**src/rtl/ghost_pkg.sv**
```systemverilog
// ghost_pkg: shared mode encoding, palette colours and sprite geometry for the ghost sprite reader
package ghost_pkg;
    typedef enum logic [1:0] {
        NORMAL = 2'b00,
        FRIGHT = 2'b01,
        BLINK  = 2'b10,
        EYES   = 2'b11
    } ghost_mode_t;
    localparam int SPRITE_SIDE = 32;
    localparam logic [11:0] C_WHITE = 12'hFFF;
    localparam logic [11:0] C_BLUE  = 12'h00F;
    localparam logic [11:0] C_PINK  = 12'hFCC;
    localparam logic [11:0] C_RED   = 12'hF00;
endpackage

```
**src/rtl/ghost_palette.sv**
```systemverilog
// ghost_palette: maps a 2-bit bitmap code to RGB for the given mode and blink phase
// Ports: mode_i/phase_i select the palette, code_i is the bitmap code,
//        rgb_o is the palette colour, transparent_o requests upstream pass-through.
module ghost_palette
    import ghost_pkg::*;
#(
    parameter logic [11:0] BODY_RGB = 12'hF00
) (
    input  ghost_mode_t mode_i,
    input  logic        phase_i,
    input  logic [1:0]  code_i,
    output logic [11:0] rgb_o,
    output logic        transparent_o
);
    logic frt;
    logic alt;
    // BLINK alternates between the FRIGHT palette (phase 0) and a white/red palette (phase 1)
    assign frt = mode_i == FRIGHT || (mode_i == BLINK && !phase_i);
    assign alt = mode_i == BLINK && phase_i;
    assign transparent_o = code_i == 2'b00 || (mode_i == EYES && code_i == 2'b01);
    assign rgb_o = frt ? (code_i == 2'b01 ? C_BLUE : C_PINK)
                 : alt ? (code_i == 2'b01 ? C_WHITE : C_RED)
                 : (code_i == 2'b01 ? BODY_RGB : code_i == 2'b10 ? C_WHITE : C_BLUE);
endmodule

```
**src/rtl/ghost_sprite_reader.sv**
```systemverilog
// ghost_sprite_reader: overlays a 32x32 ghost bitmap onto the pixel stream with frame-synchronous origin/mode updates
// Ports: x/y/si_rgb pixel stream in, frame_start frame pulse, org_*/mode_* MMIO writes,
//        ram_addr_r/ram_dout bitmap RAM read port (1-cycle latency), so_rgb pixel out (2-cycle latency).
module ghost_sprite_reader
    import ghost_pkg::*;
#(
    parameter int          CD           = 12,
    parameter int          ADDR_WIDTH   = 10,
    parameter int          DATA_WIDTH   = 2,
    parameter logic [11:0] BODY_RGB     = 12'hF00,
    parameter int          BLINK_FRAMES = 8
) (
    input  logic                  clk,
    input  logic                  reset,
    input  logic [10:0]           x,
    input  logic [10:0]           y,
    input  logic                  frame_start,
    input  logic [CD-1:0]         si_rgb,
    input  logic                  org_we,
    input  logic [10:0]           org_x,
    input  logic [10:0]           org_y,
    input  logic                  org_en,
    input  logic                  mode_we,
    input  logic [1:0]            mode_in,
    output logic [ADDR_WIDTH-1:0] ram_addr_r,
    input  logic [DATA_WIDTH-1:0] ram_dout,
    output logic [CD-1:0]         so_rgb
);
    localparam int H = ADDR_WIDTH / 2;
    localparam int BW = BLINK_FRAMES > 1 ? $clog2(BLINK_FRAMES) : 1;
    logic [10:0]    pend_x_q, pend_y_q, act_x_q, act_y_q;
    logic           pend_en_q, act_en_q;
    ghost_mode_t    pend_mode_q, act_mode_q, mode_d, mode_q;
    logic [BW-1:0]  blink_cnt_q;
    logic           phase_q;
    logic [11:0]    dx, dy;
    logic           hit_d, hit_q;
    logic [CD-1:0]  si_q, so_d;
    logic [CD-1:0]  pal_rgb;
    logic           pal_transparent;
    assign mode_d = ghost_mode_t'(mode_in);
    // Unsigned 12-bit differences: a pixel left of / above the origin wraps to a large value and misses
    assign dx = {1'b0, x} - {1'b0, act_x_q};
    assign dy = {1'b0, y} - {1'b0, act_y_q};
    assign hit_d = act_en_q && dx < 12'(SPRITE_SIDE) && dy < 12'(SPRITE_SIDE);
    assign ram_addr_r = {dy[H-1:0], dx[H-1:0]};
    // Pending registers take every write; active ones only move on frame_start, bypassing a same-cycle write
    always_ff @(posedge clk or posedge reset) begin
        if (reset) begin
            pend_x_q    <= '0;
            pend_y_q    <= '0;
            pend_en_q   <= 1'b0;
            pend_mode_q <= NORMAL;
            act_x_q     <= '0;
            act_y_q     <= '0;
            act_en_q    <= 1'b0;
            act_mode_q  <= NORMAL;
        end else begin
            if (org_we) begin
                pend_x_q  <= org_x;
                pend_y_q  <= org_y;
                pend_en_q <= org_en;
            end
            if (mode_we) pend_mode_q <= mode_d;
            if (frame_start) begin
                act_x_q    <= org_we ? org_x : pend_x_q;
                act_y_q    <= org_we ? org_y : pend_y_q;
                act_en_q   <= org_we ? org_en : pend_en_q;
                act_mode_q <= mode_we ? mode_d : pend_mode_q;
            end
        end
    end
    // Outside BLINK the counter is held clear so every entry into BLINK starts at phase 0
    always_ff @(posedge clk or posedge reset) begin
        if (reset) begin
            blink_cnt_q <= '0;
            phase_q     <= 1'b0;
        end else if (act_mode_q != BLINK) begin
            blink_cnt_q <= '0;
            phase_q     <= 1'b0;
        end else if (frame_start) begin
            blink_cnt_q <= blink_cnt_q == BW'(BLINK_FRAMES - 1) ? '0 : blink_cnt_q + 1'b1;
            phase_q     <= blink_cnt_q == BW'(BLINK_FRAMES - 1) ? ~phase_q : phase_q;
        end
    end
    ghost_palette #(.BODY_RGB(BODY_RGB)) u_palette (
        .mode_i        (mode_q),
        .phase_i       (phase_q),
        .code_i        (ram_dout),
        .rgb_o         (pal_rgb),
        .transparent_o (pal_transparent)
    );
    assign so_d = hit_q && !pal_transparent ? pal_rgb : si_q;
    always_ff @(posedge clk or posedge reset) begin
        if (reset) begin
            hit_q  <= 1'b0;
            si_q   <= '0;
            mode_q <= NORMAL;
            so_rgb <= '0;
        end else begin
            hit_q  <= hit_d;
            si_q   <= si_rgb;
            mode_q <= act_mode_q;
            so_rgb <= so_d;
        end
    end
endmodule

```
**config.mk**
```make
export PLATFORM = sky130hd
export DESIGN_NAME = ghost_sprite_reader
export DESIGN_NICKNAME = d
export VERILOG_FILES = /design/src/rtl/ghost_pkg.sv /design/src/rtl/ghost_palette.sv /design/src/rtl/ghost_sprite_reader.sv
export SDC_FILE = /design/constraint.sdc
export NUM_CORES = 1
export LEC_CHECK = 0
export ABC_CLOCK_PERIOD_IN_PS = 2650
export CAP_MARGIN = 20
export CORE_AREA = 4 4 121 123
export DETAILED_ROUTE_END_ITERATION = 10
export DIE_AREA = 0 0 125 127
export MAX_ROUTING_LAYER = met4
export RECOVER_POWER = 100
export SYNTH_ARGS = -nofsm -noshare
export SYNTH_HDL_FRONTEND = slang
export SYNTH_SLANG_ARGS = --single-unit
```
**constraint.sdc**
```tcl
create_clock -name clk -period 2.65 [get_ports clk]
set_clock_uncertainty 0.2 [all_clocks]
set_input_delay 0.53 -clock clk [delete_from_list [all_inputs] [get_ports clk]]
set_output_delay 0.53 -clock clk [all_outputs]
set_load 0.1 [all_outputs]
```
==> results.tsv, run 1 <==
metric	value	unit
finalHoldViolations	0	
first_iter_violations	236	
syn_area	4010	sq um
place_inst	665	
dieArea	15900	sq um
yosysWarnings	0	
io_pins	88	
setup_slack	-0.0899	ns
design.core.area	13700	sq um
syn-num-nets	469	
rows	43	
leakagePower	0.00265	uW
clockBufferDepth	2	
avgSynthCellArea	10.7	sq um
die_w	125	microns
drt-total-wl	9520	microns
drtPass1Iterations	4	
start_kind	flop	
vias_per_cell	4.58	
finalWeightedCongestion	0.855	
fmax	365	MHz
cts_buffers	9	
drive_gt1_share	23.6	%
grt_pass1_wl	15700	microns
mostFrequentLayoutCell	dfrtp_1	
area_growth	47.2	%
drc	0	
synth_mux_area_share	9.92	%
synthXorXnorAreaFrac	2.40	%
dp_slack	-0.779	ns
ant_nets	0	
layout_worst_path_cycle_share	103	%
clk_latency	0.34	ns
failed_checks	max-capacitance violations, max-slew violations, negative setup slack	
die_h	127	microns
crit_fanout	2	
nFillCells	1338	
synth_top_family_by_area	compound AO/OA/AOI/OAI gates	
synth_ff_type	dfrtp_1	
synth_compound_area_share	13.6	%
final_cell_mix	dfrtp_1, clkdlybuf4s50_1, nand2_1	
path_cells	ha_4 -> fa_2 -> nor2b_2 -> o21ai_2 -> nand2b_1 -> xor2_4 -> buf_12	
initial_core_util	29.4	%
required	1.92	ns
synthSimpleGateAreaFrac	9.61	%
worstSetupPathType	reg -> out	
async_flop_share	100	%
vias	3155	
syn_inst	374	
cts_sinks	81	
cts_tree	yes	
num_antenna_cells	0	
relSlewSlack	-3.54	%
grt_pass1_vias	3313	
rsz0062_at_grt	yes	
wire_per_inst	13.8	microns
status	finished with violations	
ys_types	49	
power_density	729	nW/um^2
synth-edff-count	0	
track_usage	12.7	%
grt_antenna_before_repair	0	
endpoint_kind	primary output	
cts.clk_slew.worst_paths	0.06	ns
instances_no_fill	689	
overflow	0	
synthAdderAreaFrac	9.42	%
dp_hpwl	7090	microns
htree_levels	3	
nNetsFinal	599	
synth.ff_latch_count	81	
cpMaxStageDelayCell	dfrtp_1	
grt_max_degree	82	
post-route-min-period	2.74	ns
fin_util	43.2	%
min_path_type	reg -> reg	
yosysSeqAreaShare	50.5	%
crit_arrival	2.01	ns
slowest_delay	0.41	ns
worst_pin_slew	1.55	ns
max_cap_viol_count	1	
portBuffers	87	
cts_root_buf	clkbuf_16	
finalSetupViolations	3	
slew_violations	35	
ir_worst_vdd	0.327	mV
[worst max-delay path: cells and delay by family (launching register included)]
family | cells | cell delay (ns)
fa+ha+maj | 2 | 0.53
flops | 1 | 0.41
simple gates | 2 | 0.29
buf+inv | 1 | 0.19
xor+xnor | 1 | 0.18
compound gates | 1 | 0.07
[final timing paths]
path | startpoint | end | slack [ns] | cells after the start
max reg2reg | act_x_q[2] | hit_q | 0.09 | 9
min in group asynchronous | reset | si_q[9] | 0.88 | 3
min | act_mode_q[0] | mode_q[0] | 0.21 | 0
min reg2reg | act_mode_q[0] | mode_q[0] | 0.21 | 0
max | act_y_q[0] | ram_addr_r[9] | -0.09 | 7
max in group asynchronous | reset | act_en_q | 0.71 | 3
[synth_stat cells (2+ instances only)]
cell type	count	area share (%)
a211o_1	2	0.44
a211oi_1	2	0.37
a21o_1	6	1.1
a21oi_1	13	1.6
a31oi_1	2	0.31
buf_1	3	0.28
clkbuf_1	7	0.66
dfrtp_1	81	51
fa_1	2	1.0
ha_1	27	8.4
inv_1	37	3.5
mux2_2	30	8.4
mux2i_1	6	1.5
nand2_1	38	3.6
nand2b_1	5	0.78
nand3_1	6	0.75
nor2_1	15	1.4
nor2b_1	5	0.78
nor3_1	3	0.37
o21a_1	9	1.7
o21ai_0	37	4.6
o31a_1	2	0.44
xnor2_1	6	1.3
xor2_1	5	1.1
[metal layers]
layer / GRT usage (%) / wire [microns] / up-vias
met5: - / 0 / -
met3: 2.97 / 320 / 12
met2: 20.8 / 4700 / 60
met1: 15.3 / 4350 / 1543
met4: 5.17 / 152 / 0
li1: - / - / 1540
[final cells by class]
| cell class | instances | area [sq um] | area share [%] |
|---|---|---|---|
| Sequential cell | 81 | 2030 | 34.3 |
| Clock inverter | 5 | 103 | 1.74 |
| Tap cell | 180 | 225 | 3.81 |
| Inverter | 38 | 166 | 2.82 |
| Clock buffer | 11 | 243 | 4.11 |
| Multi-Input combinational cell | 245 | 2020 | 34.2 |
| Timing Repair Buffer | 129 | 1120 | 19.0 |
[cell families after synthesis]
group           count (synthesis)
xor+xnor                       11
compound gates                 87
simple gates                   82
flops                          81
fa+ha+maj                      29
buf+inv                        48
mux                            36
[per-stage QoR]
step | total power, uW | area (sq um) | setup TNS (ns) | hold slack (ns)
after global placement | 2890 | 5560 | -3.38 | 0.187
after global routing | 4520 | 5900 | -0.489 | 0.232
after CTS | 4390 | 5950 | -0.168 | 0.220
final | 4300 | 5900 | -0.183 | 0.211
after detailed placement | 2910 | 5560 | -3.42 | 0.198
after floorplan | 2360 | 4150 | -0.300 | 0.162
[sequential cells by signal, summed over array words and instances (netlist names)]
| name | flops |
|---|---|
| si_q | 12 |
| so_rgb | 12 |
| act_x_q | 11 |
| act_y_q | 11 |
| pend_x_q | 11 |
| pend_y_q | 11 |
| blink_cnt_q | 3 |
| act_mode_q | 2 |
| mode_q | 2 |
| pend_mode_q | 2 |
| act_en_q | 1 |
| hit_q | 1 |
| pend_en_q | 1 |
| phase_q | 1 |
[power by group]
group / switching [uW] / internal (uW)
logic: 863 / 601
clock network: 497 / 945
registers: 50.5 / 1350
total: 1410 / 2890
[what timing repair did]
action / 4_1_cts / 5_1_grt
gates resized for setup: 21 / 18
pin swaps: 16 / 13
hold buffers: 0 / 0
hold endpoints to repair: 0 / 0
setup buffers: 5 / 4
gates cloned: 0 / 0
endpoints found under the setup margin: 9 / 6
Power figures use the tool's default switching activity.
==> run 2, diff against run 1 <==
--- a/config.mk
+++ b/config.mk
@@ -7,10 +7,11 @@
 export LEC_CHECK = 0
 export ABC_CLOCK_PERIOD_IN_PS = 2650
 export CAP_MARGIN = 20
-export CORE_AREA = 4 4 121 123
+export CORE_AREA = 4 4 101 103
 export DETAILED_ROUTE_END_ITERATION = 10
-export DIE_AREA = 0 0 125 127
+export DIE_AREA = 0 0 105 107
 export MAX_ROUTING_LAYER = met4
+export PLACE_DENSITY = 0.72
 export RECOVER_POWER = 100
 export SYNTH_ARGS = -nofsm -noshare
 export SYNTH_HDL_FRONTEND = slang
==> results.tsv, run 2 (synthesized netlist as in run 1, its figures left out) <==
metric	value	unit	change
status	finished with violations		
failed_checks	negative setup slack		
crit_arrival	2.03	ns	+0.02 ns
worstSetupPathType	in -> out		
rows	35		-19%
grt_pass1_wl	15400	microns	-1.6%
num_antenna_cells	0		unchanged
clk_latency	0.35	ns	about the same
final_cell_area	5630	sq um	-4.7%
initial_core_util	43.6	%	+14 points
fin_util	61.2	%	+18 points
nFillCells	784		-41%
min-delay-start	act_mode_q[0]		
endpoint_kind	primary output		
max_cap_viol_count	0		-1
drt-total-wl	9200	microns	-3.4%
slowest_delay	0.34	ns	-0.07 ns
vias_per_cell	5.05		+10%
grt_max_degree	34		-59%
die_h	107	microns	-16%
overflow	0		unchanged
ir_worst_vdd	0.309	mV	-5.6%
power.total	3770	uW	-13%
leakagePower	0.00257	uW	-2.9%
nNetsFinal	596		-0.50%
die_w	105	microns	-16%
fmax	362	MHz	-0.84%
design.core.area	9200	sq um	-33%
drive_gt1_share	21.1	%	-2.4 points
layout_worst_path_cycle_share	104	%	+0.87 points
post-route-min-period	2.76	ns	+0.0232 ns
path_cells	clkdlybuf4s15_2 -> inv_8 -> ha_4 -> fa_2 -> nor2b_1 -> o21ai_1 -> nand2b_1 -> xor2_4 -> buf_12		
required	1.92	ns	about the same
cts_root_buf	clkbuf_8		
mostFrequentLayoutCell	dfrtp_1		
cpMaxStageDelayCell	fa_2		
fin_setup_tns	-0.123	ns	+0.0601 ns
cts_buffers	9		unchanged
final_cell_mix	dfrtp_1, clkdlybuf4s50_1, nand2_1		
grt_antenna_before_repair	0		unchanged
cts_tree	yes		
htree_levels	3		unchanged
dieArea	11200	sq um	-29%
cp-startpoint	y[0]		
start_kind	primary input		
first_iter_violations	61		-74%
ant_nets	0		unchanged
vias	3118		-1.2%
grt_pass1_vias	3291		-0.66%
slew_violations	0		-100%
dpl-instance-area	5490	sq um	-1.2%
top_regs	si_q: 12 flops, so_rgb: 12 flops		
rsz0062_at_grt	yes		
hold_buffers	0		unchanged
drc	0		unchanged
worst_pin_slew	1.46	ns	-0.0975 ns
track_usage	17.8	%	+5.0 points
min_path_type	reg -> reg		
clockBufferDepth	2		unchanged
io_pins	88		unchanged
timing.hold.ws	0.207	ns	-0.00374 ns
finalHoldViolations	0		unchanged
wire_per_inst	14.9	microns	+7.9%
relSlewSlack	2.96	%	+6.5 points
drtPass1Iterations	4		unchanged
area_growth	40.3	%	
cts.clk_slew.worst_paths	0.08	ns	+0.02 ns
power_density	669	nW/um^2	-8.2%
finalWeightedCongestion	0.786		-8.1%
r2r-start	act_x_q[0]		
finalSetupViolations	2		-1
crit_fanout	2		unchanged
dp_hpwl	7150	microns	+0.72%
portBuffers	87		unchanged
cts_sinks	81		unchanged
setup_slack	-0.113	ns	-0.0232 ns
[run 2: changes by cell type in the layout (fill, tap and decap cells not counted), moves of 3 or more]
cell,delta
clkbuf_4,-3
clkbuf_8,+9
buf_6,-3
clkbuf_16,-9
[run 2: layout make-up]
type,count,area [sq um],area share [%]
clock buffers,10,138,2.45
clock inverters,6,65.1,1.16
inverters,38,164,2.91
multi-input cells,245,1980,35.2
flip-flops and latches,81,2030,36.0
well taps,111,139,2.47
repair buffers,126,1120,19.8
[run 2: timing repair]
| action | in CTS | in global routing |
|---|---|---|
| setup endpoints to repair | 9 | 5 |
| pin swaps | 18 | 5 |
| resized for setup | 20 | 5 |
| setup buffers | 5 | 0 |
[run 2: stage by stage]
stage                     instances  worst slack, ns
after detailed placement        597           -0.779
after floorplan                 374           -0.144
final                           617           -0.113
after global placement          597           -0.750
after CTS                       617           -0.158
after global routing            617           -0.214
[run 2: worst paths after layout]
| check | endpoint | slack [ns] | cells after the start |
|---|---|---|---|
| worst max-delay path | ram_addr_r[9] | -0.11 | 9 |
| worst min-delay path | mode_q[0] | 0.21 | 0 |
| worst max register to register | hit_q | 0.12 | 9 |
| worst min register to register | mode_q[0] | 0.21 | 0 |
| max in group asynchronous | act_y_q[4] | 0.38 | 3 |
| min in group asynchronous | act_y_q[10] | 0.60 | 2 |
[run 2: critical path, delay by kind of cell]
kind	cells	cell delay, ns
AND/OR/NAND/NOR	2	0.29
AO/OA/AOI/OAI	1	0.08
XOR/XNOR	1	0.18
buffers and inverters	3	0.46
adder cells (fa/ha/maj)	2	0.50
[run 2: report_power, final]
part | total, uW | internal [uW] | switching (uW)
Clock | 924 | 463 | 461
Sequential | 1400 | 1350 | 52.1
Combinational | 1440 | 599 | 846
Total | 3770 | 2410 | 1360
[run 2: routing by layer]
layer  wire (microns)  part of all wire, %  track usage, %
met2             4660                   51            30.5
met4               93                  1.0            5.15
met3              406                  4.4            4.33
met1             4040                   44            20.9
met5                0                    0               -
==> run 3, diff against run 2 <==
--- a/config.mk
+++ b/config.mk
@@ -7,11 +7,10 @@
 export LEC_CHECK = 0
 export ABC_CLOCK_PERIOD_IN_PS = 2650
 export CAP_MARGIN = 20
-export CORE_AREA = 4 4 101 103
+export CORE_AREA = 4 4 121 123
 export DETAILED_ROUTE_END_ITERATION = 10
-export DIE_AREA = 0 0 105 107
+export DIE_AREA = 0 0 125 127
 export MAX_ROUTING_LAYER = met4
-export PLACE_DENSITY = 0.72
 export RECOVER_POWER = 100
 export SYNTH_ARGS = -nofsm -noshare
 export SYNTH_HDL_FRONTEND = slang
==> results of run 3 <==
No change in the layout: final DEF, timing and power equal those of run 1.
